[config.mk]
export PLATFORM = sky130hd
export DESIGN_NAME = funnel_shifter_pipelined
export DESIGN_NICKNAME = d
export VERILOG_FILES = /design/src/rtl/funnel_shifter_pipelined.sv
export SDC_FILE = /design/constraint.sdc
export NUM_CORES = 1
export LEC_CHECK = 0
export BUFFER_PORTS_ARGS = -buffer_cell sky130_fd_sc_hd__buf_2
export CORE_AREA = 2 2 140 142
export CTS_BUF_LIST = sky130_fd_sc_hd__clkbuf_8 sky130_fd_sc_hd__clkbuf_16
export CTS_CLUSTER_SIZE = 24
export DETAILED_ROUTE_END_ITERATION = 10
export DIE_AREA = 0 0 142 144
export SYNTH_ARGS = -nofsm -noshare
export SYNTH_HDL_FRONTEND = slang
export SYNTH_SLANG_ARGS = --single-unit
[constraint.sdc]
create_clock -name clk -period 5.1 [get_ports clk]
set_clock_uncertainty 0.05 [all_clocks]
set_input_delay 1.02 -clock clk [delete_from_list [all_inputs] [get_ports clk]]
set_output_delay 1.02 -clock clk [all_outputs]
set_load 0.01 [all_outputs]
[src/rtl/funnel_shifter_pipelined.sv]
// Two-stage pipelined funnel shifter: LSR/ASR/ROR/ROL/LSL/ASL through one right-shifting funnel.
// Optional zero/carry flags are built when FUNNEL_SHIFTER_FLAGS_EN is defined.
module funnel_shifter_pipelined #(
    parameter  int WIDTH = 32,
    localparam int SW    = $clog2(WIDTH)
) (
    input  logic             clk,
    input  logic             reset,
    input  logic             in_valid,
    output logic             in_ready,
    input  logic [WIDTH-1:0] a,
    input  logic [SW-1:0]    shamt,
    input  logic [2:0]       control,
    output logic             out_valid,
    input  logic             out_ready,
`ifdef FUNNEL_SHIFTER_FLAGS_EN
    output logic             zero,
    output logic             carry,
`endif
    output logic [WIDTH-1:0] y
);

    if (WIDTH < 8 || WIDTH > 64 || (WIDTH & (WIDTH - 1)) != 0) begin : g_bad_width
        $error("funnel_shifter_pipelined: WIDTH must be a power of two from 8 to 64");
    end

    localparam logic [SW:0] K_FULL = (SW + 1)'(WIDTH);

    // ROL and every left-shift encoding (1xx) shift right by WIDTH-shamt.
    function automatic logic is_left(input logic [2:0] ctl);
        return (ctl == 3'b011) || ctl[2];
    endfunction

    function automatic logic [2*WIDTH-1:0] funnel_pair(input logic [WIDTH-1:0] av,
                                                       input logic [2:0]       ctl);
        logic [2*WIDTH-1:0] pair;
        case (ctl)
            3'b000:         pair = {{WIDTH{1'b0}}, av};
            3'b001:         pair = {{WIDTH{av[WIDTH-1]}}, av};
            3'b010, 3'b011: pair = {av, av};
            default:        pair = {av, {WIDTH{1'b0}}};
        endcase
        return pair;
    endfunction

    function automatic logic [SW:0] right_count(input logic [SW-1:0] sv,
                                                input logic [2:0]    ctl);
        return is_left(ctl) ? (K_FULL - {1'b0, sv}) : {1'b0, sv};
    endfunction

    function automatic logic [WIDTH-1:0] funnel_shift(input logic [2*WIDTH-1:0] pair,
                                                      input logic [SW:0]        k);
        return WIDTH'(pair >> k);
    endfunction

`ifdef FUNNEL_SHIFTER_FLAGS_EN
    // Last bit shifted out; k==WIDTH (left) or k==0 (right) means shamt was zero.
    function automatic logic last_out(input logic [WIDTH-1:0] av,
                                      input logic [SW:0]      k,
                                      input logic             left);
        logic bit_out;
        if (left) begin
            bit_out = k[SW] ? 1'b0 : av[k[SW-1:0]];
        end else begin
            bit_out = (k == '0) ? 1'b0 : av[k[SW-1:0] - SW'(1)];
        end
        return bit_out;
    endfunction
`endif

    logic                 en;
    logic                 vld_p1_d, vld_p1_q;
    logic                 vld_p2_d, vld_p2_q;
    logic [2*WIDTH-1:0]   pair_p1_d, pair_p1_q;
    logic [SW:0]          k_p1_d, k_p1_q;
    logic [WIDTH-1:0]     y_p2_d, y_p2_q;
`ifdef FUNNEL_SHIFTER_FLAGS_EN
    logic [WIDTH-1:0]     a_p1_d, a_p1_q;
    logic                 left_p1_d, left_p1_q;
    logic                 zero_p2_d, zero_p2_q;
    logic                 carry_p2_d, carry_p2_q;
`endif

    always_comb begin
        en       = ~vld_p2_q | out_ready;
        in_ready = en;
        vld_p1_d = vld_p1_q;
        vld_p2_d = vld_p2_q;
        if (en) begin
            vld_p1_d = in_valid;
            vld_p2_d = vld_p1_q;
        end
    end

    // Stage 1: funnel pair and right-shift count
    always_comb begin
        pair_p1_d = pair_p1_q;
        k_p1_d    = k_p1_q;
`ifdef FUNNEL_SHIFTER_FLAGS_EN
        a_p1_d    = a_p1_q;
        left_p1_d = left_p1_q;
`endif
        if (en) begin
            pair_p1_d = funnel_pair(a, control);
            k_p1_d    = right_count(shamt, control);
`ifdef FUNNEL_SHIFTER_FLAGS_EN
            a_p1_d    = a;
            left_p1_d = is_left(control);
`endif
        end
    end

    // Stage 2: shifted result and flags
    always_comb begin
        y_p2_d = y_p2_q;
`ifdef FUNNEL_SHIFTER_FLAGS_EN
        zero_p2_d  = zero_p2_q;
        carry_p2_d = carry_p2_q;
`endif
        if (en) begin
            y_p2_d = funnel_shift(pair_p1_q, k_p1_q);
`ifdef FUNNEL_SHIFTER_FLAGS_EN
            zero_p2_d  = (funnel_shift(pair_p1_q, k_p1_q) == '0);
            carry_p2_d = last_out(a_p1_q, k_p1_q, left_p1_q);
`endif
        end
    end

    always_ff @(posedge clk) begin
        if (reset) begin
            vld_p1_q <= 1'b0;
            vld_p2_q <= 1'b0;
        end else begin
            vld_p1_q <= vld_p1_d;
            vld_p2_q <= vld_p2_d;
        end
    end

    // Data registers carry no reset; outputs are masked by the valid bit instead.
    always_ff @(posedge clk) begin
        pair_p1_q <= pair_p1_d;
        k_p1_q    <= k_p1_d;
        y_p2_q    <= y_p2_d;
`ifdef FUNNEL_SHIFTER_FLAGS_EN
        a_p1_q     <= a_p1_d;
        left_p1_q  <= left_p1_d;
        zero_p2_q  <= zero_p2_d;
        carry_p2_q <= carry_p2_d;
`endif
    end

    assign out_valid = vld_p2_q;
    assign y         = vld_p2_q ? y_p2_q : '0;
`ifdef FUNNEL_SHIFTER_FLAGS_EN
    assign zero      = vld_p2_q & zero_p2_q;
    assign carry     = vld_p2_q & carry_p2_q;
`endif

endmodule

[Word-level counts from Yosys, hierarchy flattened]
Index checks and enable logic that the tools add are counted.
Storage, ports and cells
  logic and storage cells: 19
  input bits: 44
  flip-flop bits (word level): 104
  output and inout port bits: 34
Cells by class
  reduce and logical (&&, ||, !) cells: 3
  equality and inequality tests: 3
  shift-type cells: 1
  bitwise gates (word level): 2
  mux-type cells: 3
  add/sub/neg operators: 1
Operators with widths (number)
  64-bit one-hot mux with 3 select lines: 1
  64-bit by 6-bit right shift with 32-bit output: 1
  32-bit two-way mux: 1
  3-bit by 2-bit == test with 1-bit output (second input constant): 2
  6-bit by 5-bit subtractor with 6-bit output (first input constant): 1
  5-bit two-way mux: 1
  3-bit by 1-bit == test with 1-bit output (second input constant): 1
  3-bit zero test: 1
  2-bit OR reduction: 1
  1-bit logical OR: 1
  1-bit NOT: 1
  1-bit OR: 1

[Logic depth before layout (Yosys ltp)]
Gate-level depths: netlist of run 1.
  word-level depth: 3
  gate-level depth with buffers: 9
  depth with buffers taken out: 5

[Worst setup path before layout of run 1]
No wires, ideal clock.
  path kind: input port to output port
  start point: input port out_ready
  end point: output port in_ready
  cell stages on the path: 1
  required time: 4030 ps
  slack: 416 ps
  data arrival time: 3614 ps
  buffers on the path: 0
  path through: nand2b_1
Between the ends
  cells in the longest elaborated chain, start to end: 1
Ends and longest elaborated chain
  start: declaration: RTL line 15  | input logic out_ready,
  1-bit OR: RTL line 85  | en = ~vld_p2_q | out_ready;
  end: declaration: RTL line 10  | output logic in_ready,
Every way passes these cells.

[Worst setup path in the final report of run 1]
  start point: register k_p1_q[0]
  end point: register y_p2_q[15] (data pin)
Between the ends
  cells in the longest elaborated chain, start to end: 1
Ends and longest elaborated chain
  start: declaration: RTL line 75  | logic [SW:0] k_p1_d, k_p1_q;
  start signal: assignment: RTL line 142  | k_p1_q <= k_p1_d;
  64-bit by 6-bit right shift with 32-bit output: RTL line 53  | return WIDTH'(pair >> k);
  end signal: assignment: RTL line 143  | y_p2_q <= y_p2_d;
  end: declaration: RTL line 76  | logic [WIDTH-1:0] y_p2_d, y_p2_q;
Every way passes these cells.
A chain may end at the register's enable or synchronous reset.

==> results of run 1 <==
[kinds of logic (layout without fill, tap and decap cells)]
family | count (synthesis) | after routing | synth area share
AOI/OAI and AO/OA | 143 | 143 | 0.117
xor gates and xnor gates | 3 | 3 | 0.00322
and+or+nand+nor | 223 | 223 | 0.134
buffers and inverters | 73 | 116 | 0.0461
DFF | 104 | 104 | 0.380
muxes | 150 | 150 | 0.318
adders and majority gates | 1 | 1 | 0.00153
[final timing paths]
path / start / to / slack, ps / cells after the start
setup / recovery: k_p1_q[0]$_DFFE_PP_ / y_p2_q[15]$_DFFE_PP_ / 1800 / 6
hold / removal: vld_p1_q$_SDFFE_PP0P_ / out_valid$_SDFFE_PP0P_ / 410 / 2
setup reg to reg: k_p1_q[0]$_DFFE_PP_ / y_p2_q[15]$_DFFE_PP_ / 1800 / 6
hold reg to reg: vld_p1_q$_SDFFE_PP0P_ / out_valid$_SDFFE_PP0P_ / 410 / 2
[registers in the layout, summed over array words and instances, names as in the netlist]
register   flops
k_p1_q         6
out_valid      1
pair_p1_q     64
vld_p1_q       1
y_p2_q        32
[cells in the final DEF (no fill, tap or decap), drive strengths merged, types with 17 or more instances in the layout]
| cell type | Yosys | final |
|---|---|---|
| nor2b | 37 | 37 |
| nor2 | 24 | 24 |
| edfxtp | 102 | 102 |
| buf | 31 | 92 |
| a21oi | 17 | 17 |
| o21ai | 50 | 50 |
| mux2 | 24 | 24 |
| mux2i | 45 | 45 |
| and2 | 35 | 35 |
| nand2 | 89 | 89 |
| mux4 | 81 | 81 |
[routing by layer]
| metal | global-route usage | part of all wire | wire, um | up-vias |
|---|---|---|---|---|
| li1 | - | - | - | 2822 |
| met3 | 0.0364 | 0.085 | 2160 | 70 |
| met2 | 0.389 | 0.45 | 11400 | 422 |
| met4 | 0.112 | 0.043 | 1090 | 0 |
| met5 | 0 | 0 | 0 | - |
| met1 | 0.371 | 0.43 | 10900 | 3208 |
[worst register-to-register path: cells and delay by family (launching register included)]
kind                   cells  cell delay, ps
AO/OA/AOI/OAI              2             480
buffers and inverters      1             340
flip-flops                 1            1040
multiplexers               2            1010
AND/OR/NAND/NOR            1             100
[final cells by class]
cell class                      count  share of cell area
Clock buffer                        9              0.0251
Multi-Input combinational cell    520               0.524
Inverter                            8             0.00335
Clock inverter                      7             0.00739
Tap cell                          238              0.0332
Timing Repair Buffer               92              0.0611
Sequential cell                   104               0.346
[stage by stage]
step,cells,hold slack (ps)
2_1_floorplan,697,369
3_5_place_dp,962,391
3_3_place_gp,962,378
5_1_grt,978,439
4_1_cts,978,406
6_report,978,408
[power by group]
group	total, mW	switching (mW)	internal, mW
Combinational	1.03	0.580	0.447
Clock	0.695	0.353	0.342
Sequential	1.22	0.116	1.11
==> run metrics, run 1 <==
number of instances in the synthesized netlist 697; Final Core Density 0.470; share of cells above drive strength 1 0.273; wire length per cell 26.1 um; area of the mapped netlist 8170 um2; TritonCTS clock tree built; Yosys reg bits around 100; total area of multi-input combinational cells 4700 um2; final-stage net count a little under 800; number of gates given a new drive strength after cts 0; Slew Limit Headroom 0.230; outcome completed; number of input and output port buffers inserted 77; HPWL after DPL 18,700 um; initial antenna violation count 0; share of the yosys chip area belonging to registers 0.380; peak fanout along the critical path 34; area of all sequential standard cells 3100 um2; final count of pins violating max slew 0; slowest CP cell sky130_fd_sc_hd__edfxtp_1; most frequent cell after synthesis sky130_fd_sc_hd__edfxtp_1; post-detailed-route count of antenna-violating nets 0; worst path setup slack after routing roughly 1800 ps; DRC violations left 0; critical path cell sequence buf_12, mux4_1, mux2i_1, nand2_1, a31oi_1, o221ai_1; Max clock buf depth 2; area inside the core boundary 19,100 um2; vias in the first global route 6,084; starting density of the core 0.428; Critical Setup Path Class reg -> reg; dominant synthesized flop cell sky130_fd_sc_hd__edfxtp_1; Detailed Route WL 25,600 um; count of routing violations after the opening detailed-route iteration approximately 1,100; leakage power figure roughly 3.6 nW; Worst EP arrival 3340 ps; clock latency reported for the late side of the worst-skew pair ~370 ps; Routability Congestion 1.02; clock period minus worst slack 3300 ps; type of element capturing the critical path register; Setup Total Neg Slack 0 ps; post-placement worst setup slack 1860 ps; synth unique cells a little under 60; actual transition at the worst max-transition pin 1150 ps; DIE HEIGHT 144 um; Post-synth top cells sky130_fd_sc_hd__edfxtp_1 (102), sky130_fd_sc_hd__nand2_1 (89), sky130_fd_sc_hd__mux4_2 (67); Die Span X 142 um; maximum vdd ir drop 176 uV; synth warn 0; total gr overflow 0; count of flip-flops with a built-in enable after synthesis 102; # clock sinks 104; max incr delay on CP between 1000 and 1500 ps; number of nets in the synthesized netlist ~740; number of buffers inserted during clock tree synthesis 9; number of failing hold endpoints at the final stage 0; Data required, critical path about 5100 ps; top cells by area, synth sky130_fd_sc_hd__edfxtp_1 (37%), sky130_fd_sc_hd__mux4_2 (18%), sky130_fd_sc_hd__mux2i_1 (5.5%), sky130_fd_sc_hd__mux4_1 (4.5%), sky130_fd_sc_hd__nand2_1 (4.1%); cell area after placement 8680 um2; Post-CTS Setup Repair Bufs 0; IO Pins 78; post-synth top area share 0.375; power density normalized to cell area about 330 nW/um2; fin area 8970 um2; wire length of the first global-routing pass 39,000 um; proportion of synthesized flip-flops having asynchronous set or reset 0; setup repair after global routing missed its margin no; GRT Total Usage 0.257; per-cell via count in the routed design 6.67; launching element type of the critical path register; Post-Syn Area per Cell between 10 and 15 um2; Worst Hold Class reg -> reg; maximum number of pins on one net before global-route repair 79; cell type group with the largest total delay on the critical path flip-flops; cell type with the largest total area after synthesis sky130_fd_sc_hd__edfxtp_1; total design power ~2.9 mW; maxcap violations 0; post-route fraction of the period consumed by the critical path 0.647; final setup violating endpoints 0; CTS root buf sky130_fd_sc_hd__clkbuf_16; via count 6,522; Clock Pin Slew Worst Setup and Hold Paths approximately 80 ps; Synth-to-Final Area Change 9.77%; Hold Buf Count CTS 0; Antenna Diode Count 0; count of filler cells inserted in the layout roughly 1,700; number of buffers and inverters on the critical path 1; Die Outline Area slightly above 20,000 um2; number of core rows 51; H-tree depth 3; maximum frequency from static timing analysis 0.303 GHz; 1st-pass router iterations 6
(Power assumes the default switching activity.)
==> run 2: changes to the inputs <==
==> constraint.sdc (replaced) <==
create_clock -name clk -period 2.65 [get_ports clk]
set_clock_uncertainty 0.05 [all_clocks]
set_input_delay 0.53 -clock clk [delete_from_list [all_inputs] [get_ports clk]]
set_output_delay 0.53 -clock clk [all_outputs]
set_load 0.01 [all_outputs]
==> run metrics, run 2 (same netlist as run 1, synthesis figures left out) <==
count of routing violations after the opening detailed-route iteration 656 (-41%); per-cell via count in the routed design 6.53 (-2.1%); wire length of the first global-routing pass 38,800 um (-0.48%); Detailed Route WL 25,900 um (+1.2%); post-detailed-route count of antenna-violating nets 0 (unchanged); Die Outline Area 20,400 um2 (unchanged); Worst Hold Class in -> reg; CTS root buf sky130_fd_sc_hd__clkbuf_16; # clock sinks 104 (unchanged); actual transition at the worst max-transition pin 733 ps (-420 ps); Clock Pin Slew Worst Setup and Hold Paths 90 ps (about the same); DIE HEIGHT 144 um (unchanged); HPWL after DPL 19,600 um (+4.7%); Critical Setup Path Class reg -> reg; Worst EP arrival 2620 ps (-720 ps); total area of multi-input combinational cells 4710 um2 (+0.21%); number of buffers inserted during clock tree synthesis 9 (unchanged); outcome completed; total design power 5.80 mW (+97%); final setup violating endpoints 0 (unchanged); DRC violations left 0 (unchanged); launching element type of the critical path register; maximum frequency from static timing analysis 0.391 GHz (+29%); initial antenna violation count 0 (unchanged); area of all sequential standard cells 3100 um2 (unchanged); Reg with most FFs pair_p1_q; maximum vdd ir drop 316 uV (+79%); IO Pins 78 (unchanged); number of failing hold endpoints at the final stage 0 (unchanged); top library cells by usage in the layout, fill and taps aside sky130_fd_sc_hd__edfxtp_1 (102), sky130_fd_sc_hd__nand2_1 (89), sky130_fd_sc_hd__buf_2 (77), sky130_fd_sc_hd__mux4_2 (68), sky130_fd_sc_hd__o21ai_0 (50); TritonCTS clock tree built; number of input and output port buffers inserted 77 (unchanged); maxcap violations 0 (unchanged); slack of the worst reg-to-reg path 90 ps (-1700 ps); Data required, critical path 2720 ps (-2420 ps); number of core rows 51 (unchanged); min-delay src reset; Antenna Diode Count 0 (unchanged); type of element capturing the critical path register; peak fanout along the critical path 16 (-53%); GRT Total Usage 0.256 (-0.000567); Worst Hold End out_valid$_SDFFE_PP0P_; Max clock buf depth 2 (unchanged); Final Core Density 0.488 (+0.0177); final count of pins violating max slew 0 (unchanged); starting density of the core 0.428 (unchanged); leakage power figure 3.75 nW (+5.2%); setup repair after global routing missed its margin no; clock latency reported for the late side of the worst-skew pair 370 ps (about the same); Synth-to-Final Area Change 13.9%; biggest registers after layout pair_p1_q x64, y_p2_q x32, k_p1_q x6; Reg-to-Reg Start k_p1_q[0]$_DFFE_PP_; critical register-to-register path endpoint y_p2_q[30]$_DFFE_PP_; H-tree depth 3 (unchanged); 1st-pass router iterations 5 (-1); share of cells above drive strength 1 0.309 (+0.0362); power density normalized to cell area 623 nW/um2 (+90%); instance count along the most critical hold path 2 (unchanged); Slew Limit Headroom 0.510 (+0.280); final-stage net count 813 (+4.2%); via count 6,599 (+1.2%); Hold WS 273 ps (-135 ps); number of cells traversed by the worst register-to-register path 7 (+1); Largest register FFs 64 (unchanged); Routability Congestion 0.999 (-1.9%); wire length per cell 25.6 um (-2.1%); vias in the first global route 6,235 (+2.5%); post-route fraction of the period consumed by the critical path 0.964 (+0.317); Hold Buf Count CTS 0 (unchanged); area inside the core boundary 19,100 um2 (unchanged); count of filler cells inserted in the layout 1,754 (+0.40%); total gr overflow 0 (unchanged); maximum number of pins on one net before global-route repair 63 (-20%); Die Span X 142 um (unchanged); most common cell after layout, fill and taps aside sky130_fd_sc_hd__edfxtp_1; clock period minus worst slack 2560 ps (-746 ps)
==> run 2: how the worst max path moves through the flow <==
stage                           endpoint  cells past startpoint  slack [ps]           startpoint
global route        y_p2_q[29]$_DFFE_PP_                      7           2  k_p1_q[0]$_DFFE_PP_
global placement    y_p2_q[15]$_DFFE_PP_                      6         -40  k_p1_q[0]$_DFFE_PP_
detailed placement  y_p2_q[15]$_DFFE_PP_                      6         -60  k_p1_q[0]$_DFFE_PP_
CTS                  y_p2_q[8]$_DFFE_PP_                      8          10  k_p1_q[0]$_DFFE_PP_
floorplan                       in_ready                      1         150            out_ready
finish              y_p2_q[30]$_DFFE_PP_                      7          90  k_p1_q[0]$_DFFE_PP_
==> run 2: area by class of cell <==
| cell class | instances | share of cell area |
|---|---|---|
| multi-input combinational | 520 | 0.506 |
| timing repair buffer | 125 | 0.0941 |
| tap | 238 | 0.0320 |
| inverter | 8 | 0.00323 |
| sequential | 104 | 0.333 |
| clock buffer | 9 | 0.0242 |
| clock inverter | 7 | 0.00712 |
==> run 2: stage by stage <==
step           setup slack [ps]  TNS, ps  instance area, um2  std cells
3_3_place_gp              -40.0    -40.0                8970        993
5_1_grt                    1.65        0                9310       1011
4_1_cts                    11.5        0                9280       1009
6_report                   94.5        0                9310       1011
3_5_place_dp              -56.5    -56.5                8970        993
2_1_floorplan               147        0                8180        697
==> run 2: power breakdown <==
group          switching [mW]  internal (mW)  leakage [nW]
Combinational            1.17          0.966          2.46
Sequential              0.196           2.13          1.14
Clock                   0.676          0.659         0.146
==> run 2: what timing repair did <==
item                       4_1_cts  5_1_grt
gates cloned                     0        1
buffers inserted                 0        1
setup endpoints to repair        2       10
gates resized for setup          2        2
==> run 2: critical path, cell delays in order (launching register included) <==
cell,delay [ps]
sky130_fd_sc_hd__edfxtp_1,400
sky130_fd_sc_hd__buf_12,190
sky130_fd_sc_hd__buf_12,190
sky130_fd_sc_hd__mux4_2,540
sky130_fd_sc_hd__mux2_2,320
sky130_fd_sc_hd__mux2i_2,220
sky130_fd_sc_hd__o21ai_0,150
sky130_fd_sc_hd__a22o_1,250
==> run 2: per-layer routing <==
metal	GRT usage	wire, um
met3	0.0361	1730
met4	0.107	971
met1	0.359	11200
met5	0	0
met2	0.404	12000
==> run 3: changes to the inputs <==
==> constraint.sdc (replaced) <==
create_clock -name clk -period 2.67 [get_ports clk]
set_clock_uncertainty 0.05 [all_clocks]
set_input_delay 0.534 -clock clk [delete_from_list [all_inputs] [get_ports clk]]
set_output_delay 0.534 -clock clk [all_outputs]
set_load 0.01 [all_outputs]
==> run metrics, run 3 (same netlist as run 1, synthesis figures left out) <==
Max clock buf depth 2 (unchanged); Die Outline Area 20,400 um2 (unchanged); TritonCTS clock tree built; top library cells by usage in the layout, fill and taps aside sky130_fd_sc_hd__edfxtp_1 (102), sky130_fd_sc_hd__nand2_1 (89), sky130_fd_sc_hd__buf_2 (77), sky130_fd_sc_hd__mux4_2 (67), sky130_fd_sc_hd__o21ai_0 (50); wire length of the first global-routing pass 38,500 um (-0.80%); Reg with most FFs pair_p1_q; peak fanout along the critical path 10 (-6); min-delay src reset; max incr delay on CP 520 ps (-20 ps); Reg-to-Reg Start k_p1_q[0]$_DFFE_PP_; DRC violations left 0 (unchanged); Clock Pin Slew Worst Setup and Hold Paths 80 ps (about the same); number of input and output port buffers inserted 77 (unchanged); type of element capturing the critical path register; Data required, critical path 2750 ps (+30 ps); most common cell after layout, fill and taps aside sky130_fd_sc_hd__edfxtp_1; clock period minus worst slack 2610 ps (+56.2 ps); 1st-pass router iterations 5 (unchanged); share of cells above drive strength 1 0.314 (+0.00477); Worst EP arrival 2690 ps (+70 ps); initial antenna violation count 1 (+1); slowest CP cell sky130_fd_sc_hd__mux4_2; detailed route wirelength on metal2 11,500 um (-3.6%); slack of the worst reg-to-reg path 60 ps (-40 ps); actual transition at the worst max-transition pin 797 ps (+64.2 ps); met1 wire length 10,700 um (-4.3%); clock latency reported for the late side of the worst-skew pair 370 ps (about the same); post-detailed-route count of antenna-violating nets 0 (unchanged); total area of multi-input combinational cells 4730 um2 (+0.40%); Largest register FFs 64 (unchanged); area of all sequential standard cells 3100 um2 (unchanged); Detailed Route WL 25,600 um (-0.99%); instance count along the most critical hold path 2 (unchanged); wire length per cell 25.3 um (-1.1%); count of routing violations after the opening detailed-route iteration 795 (+21%); cell area after placement 8940 um2 (-0.39%); per-cell via count in the routed design 6.55 (+0.36%); critical path cell sequence buf_12, buf_4, mux4_2, mux2_2, mux2i_1, o21ai_0, a22o_1; cell type group with the largest total delay on the critical path multiplexers; Synth-to-Final Area Change 14.4%; maximum vdd ir drop 382 uV (+21%); biggest registers after layout pair_p1_q x64, y_p2_q x32, k_p1_q x6; H-tree depth 3 (unchanged); outcome completed; total gr overflow 0 (unchanged); GRT Total Usage 0.254 (-0.00256); # clock sinks 104 (unchanged); maximum number of pins on one net before global-route repair 61 (-3.2%); final count of pins violating max slew 0 (unchanged); post-route fraction of the period consumed by the critical path 0.978 (+0.0138); starting density of the core 0.428 (unchanged); number of core rows 51 (unchanged); number of buffers and inverters on the critical path 2 (unchanged); launching element type of the critical path register; Setup Total Neg Slack 0 ps (unchanged); Die Span X 142 um (unchanged); final setup violating endpoints 0 (unchanged); CTS root buf sky130_fd_sc_hd__clkbuf_16; Slew Limit Headroom 0.467 (-0.0430); DIE HEIGHT 144 um (unchanged); maxcap violations 0 (unchanged); area inside the core boundary 19,100 um2 (unchanged); power density normalized to cell area 616 nW/um2 (-1.1%); leakage power figure 3.75 nW (about the same); Antenna Diode Count 0 (unchanged); Worst Hold Class in -> reg; fin area 9350 um2 (+0.40%); final-stage net count 814 (+0.12%); Routability Congestion 0.969 (-3.0%); Worst Hold End out_valid$_SDFFE_PP0P_; HPWL after DPL 19,100 um (-2.6%); number of cells traversed by the worst register-to-register path 7 (unchanged); IO Pins 78 (unchanged); number of buffers inserted during clock tree synthesis 9 (unchanged); Hold Buf Count CTS 0 (unchanged); WL met3 2220 um (+28%); critical register-to-register path endpoint y_p2_q[30]$_DFFE_PP_; via count 6,629 (+0.45%); count of filler cells inserted in the layout 1,721 (-1.9%); vias in the first global route 6,079 (-2.5%); Final Core Density 0.490 (+0.00197); highest routed metal layer met5; Critical Setup Path Class reg -> reg; number of failing hold endpoints at the final stage 0 (unchanged); maximum frequency from static timing analysis 0.383 GHz (-2.2%)
[run 3: changes by cell type in the layout (fill, tap and decap cells not counted), sizes merged]
cell | before | now
buf | 124 | 125
clkinv | 6 | 5
inv | 9 | 10
[run 3: layout make-up]
| type | count | area share |
|---|---|---|
| clock buffer | 9 | 0.0241 |
| clock inverter | 7 | 0.00710 |
| inverter | 8 | 0.00321 |
| multi-input combinational | 520 | 0.506 |
| sequential | 104 | 0.332 |
| tap | 238 | 0.0319 |
| timing repair buffer | 126 | 0.0957 |
[run 3: worst max-delay path by stage]
stage	startpoint	end	slack, ps	cells after the start
2_1_floorplan	out_ready	in_ready	160	1
3_3_place_gp	k_p1_q[0]$_DFFE_PP_	y_p2_q[30]$_DFFE_PP_	-0.8	7
3_5_place_dp	k_p1_q[0]$_DFFE_PP_	y_p2_q[11]$_DFFE_PP_	20	7
4_1_cts	k_p1_q[0]$_DFFE_PP_	y_p2_q[30]$_DFFE_PP_	30	7
5_1_grt	k_p1_q[0]$_DFFE_PP_	y_p2_q[8]$_DFFE_PP_	-20	7
6_report	k_p1_q[0]$_DFFE_PP_	y_p2_q[30]$_DFFE_PP_	60	7
[run 3: worst register-to-register path, stage by stage, from the launching register on]
cell	delay, ps
sky130_fd_sc_hd__edfxtp_1	460
sky130_fd_sc_hd__buf_12	180
sky130_fd_sc_hd__buf_4	180
sky130_fd_sc_hd__mux4_2	520
sky130_fd_sc_hd__mux2_2	330
sky130_fd_sc_hd__mux2i_1	230
sky130_fd_sc_hd__o21ai_0	160
sky130_fd_sc_hd__a22o_1	250
[run 3: what timing repair did]
| action | in CTS | in global routing |
|---|---|---|
| buffers inserted | 0 | 4 |
| gates resized for setup | 1 | 8 |
| hold endpoints to repair | 0 | 0 |
| setup endpoints to repair | 2 | 7 |
| cloned | 1 | 1 |
[run 3: metal layers]
layer  vias to the layer above  global-route usage
met2                       428               0.388
met3                        67              0.0387
met5                         -                   0
li1                       2884                   -
met1                      3248               0.361
met4                         2               0.110
[run 3: power by group]
group / total [mW] / switching (mW) / internal [mW]
Combinational: 2.12 / 1.16 / 0.963
Sequential: 2.31 / 0.201 / 2.11
Clock: 1.33 / 0.670 / 0.655
[run 3: metrics by stage]
| stage | total power, mW | instances | hold slack [ps] | setup WS, ps |
|---|---|---|---|---|
| after CTS | 5.70 | 1007 | 276 | 26.6 |
| after global placement | 4.38 | 990 | 382 | -0.802 |
| after detailed placement | 4.37 | 990 | 390 | 15.8 |
| after global routing | 5.98 | 1012 | 287 | -19.4 |
| after floorplan | 3.65 | 697 | 369 | 159 |
| final | 5.76 | 1012 | 283 | 58.3 |
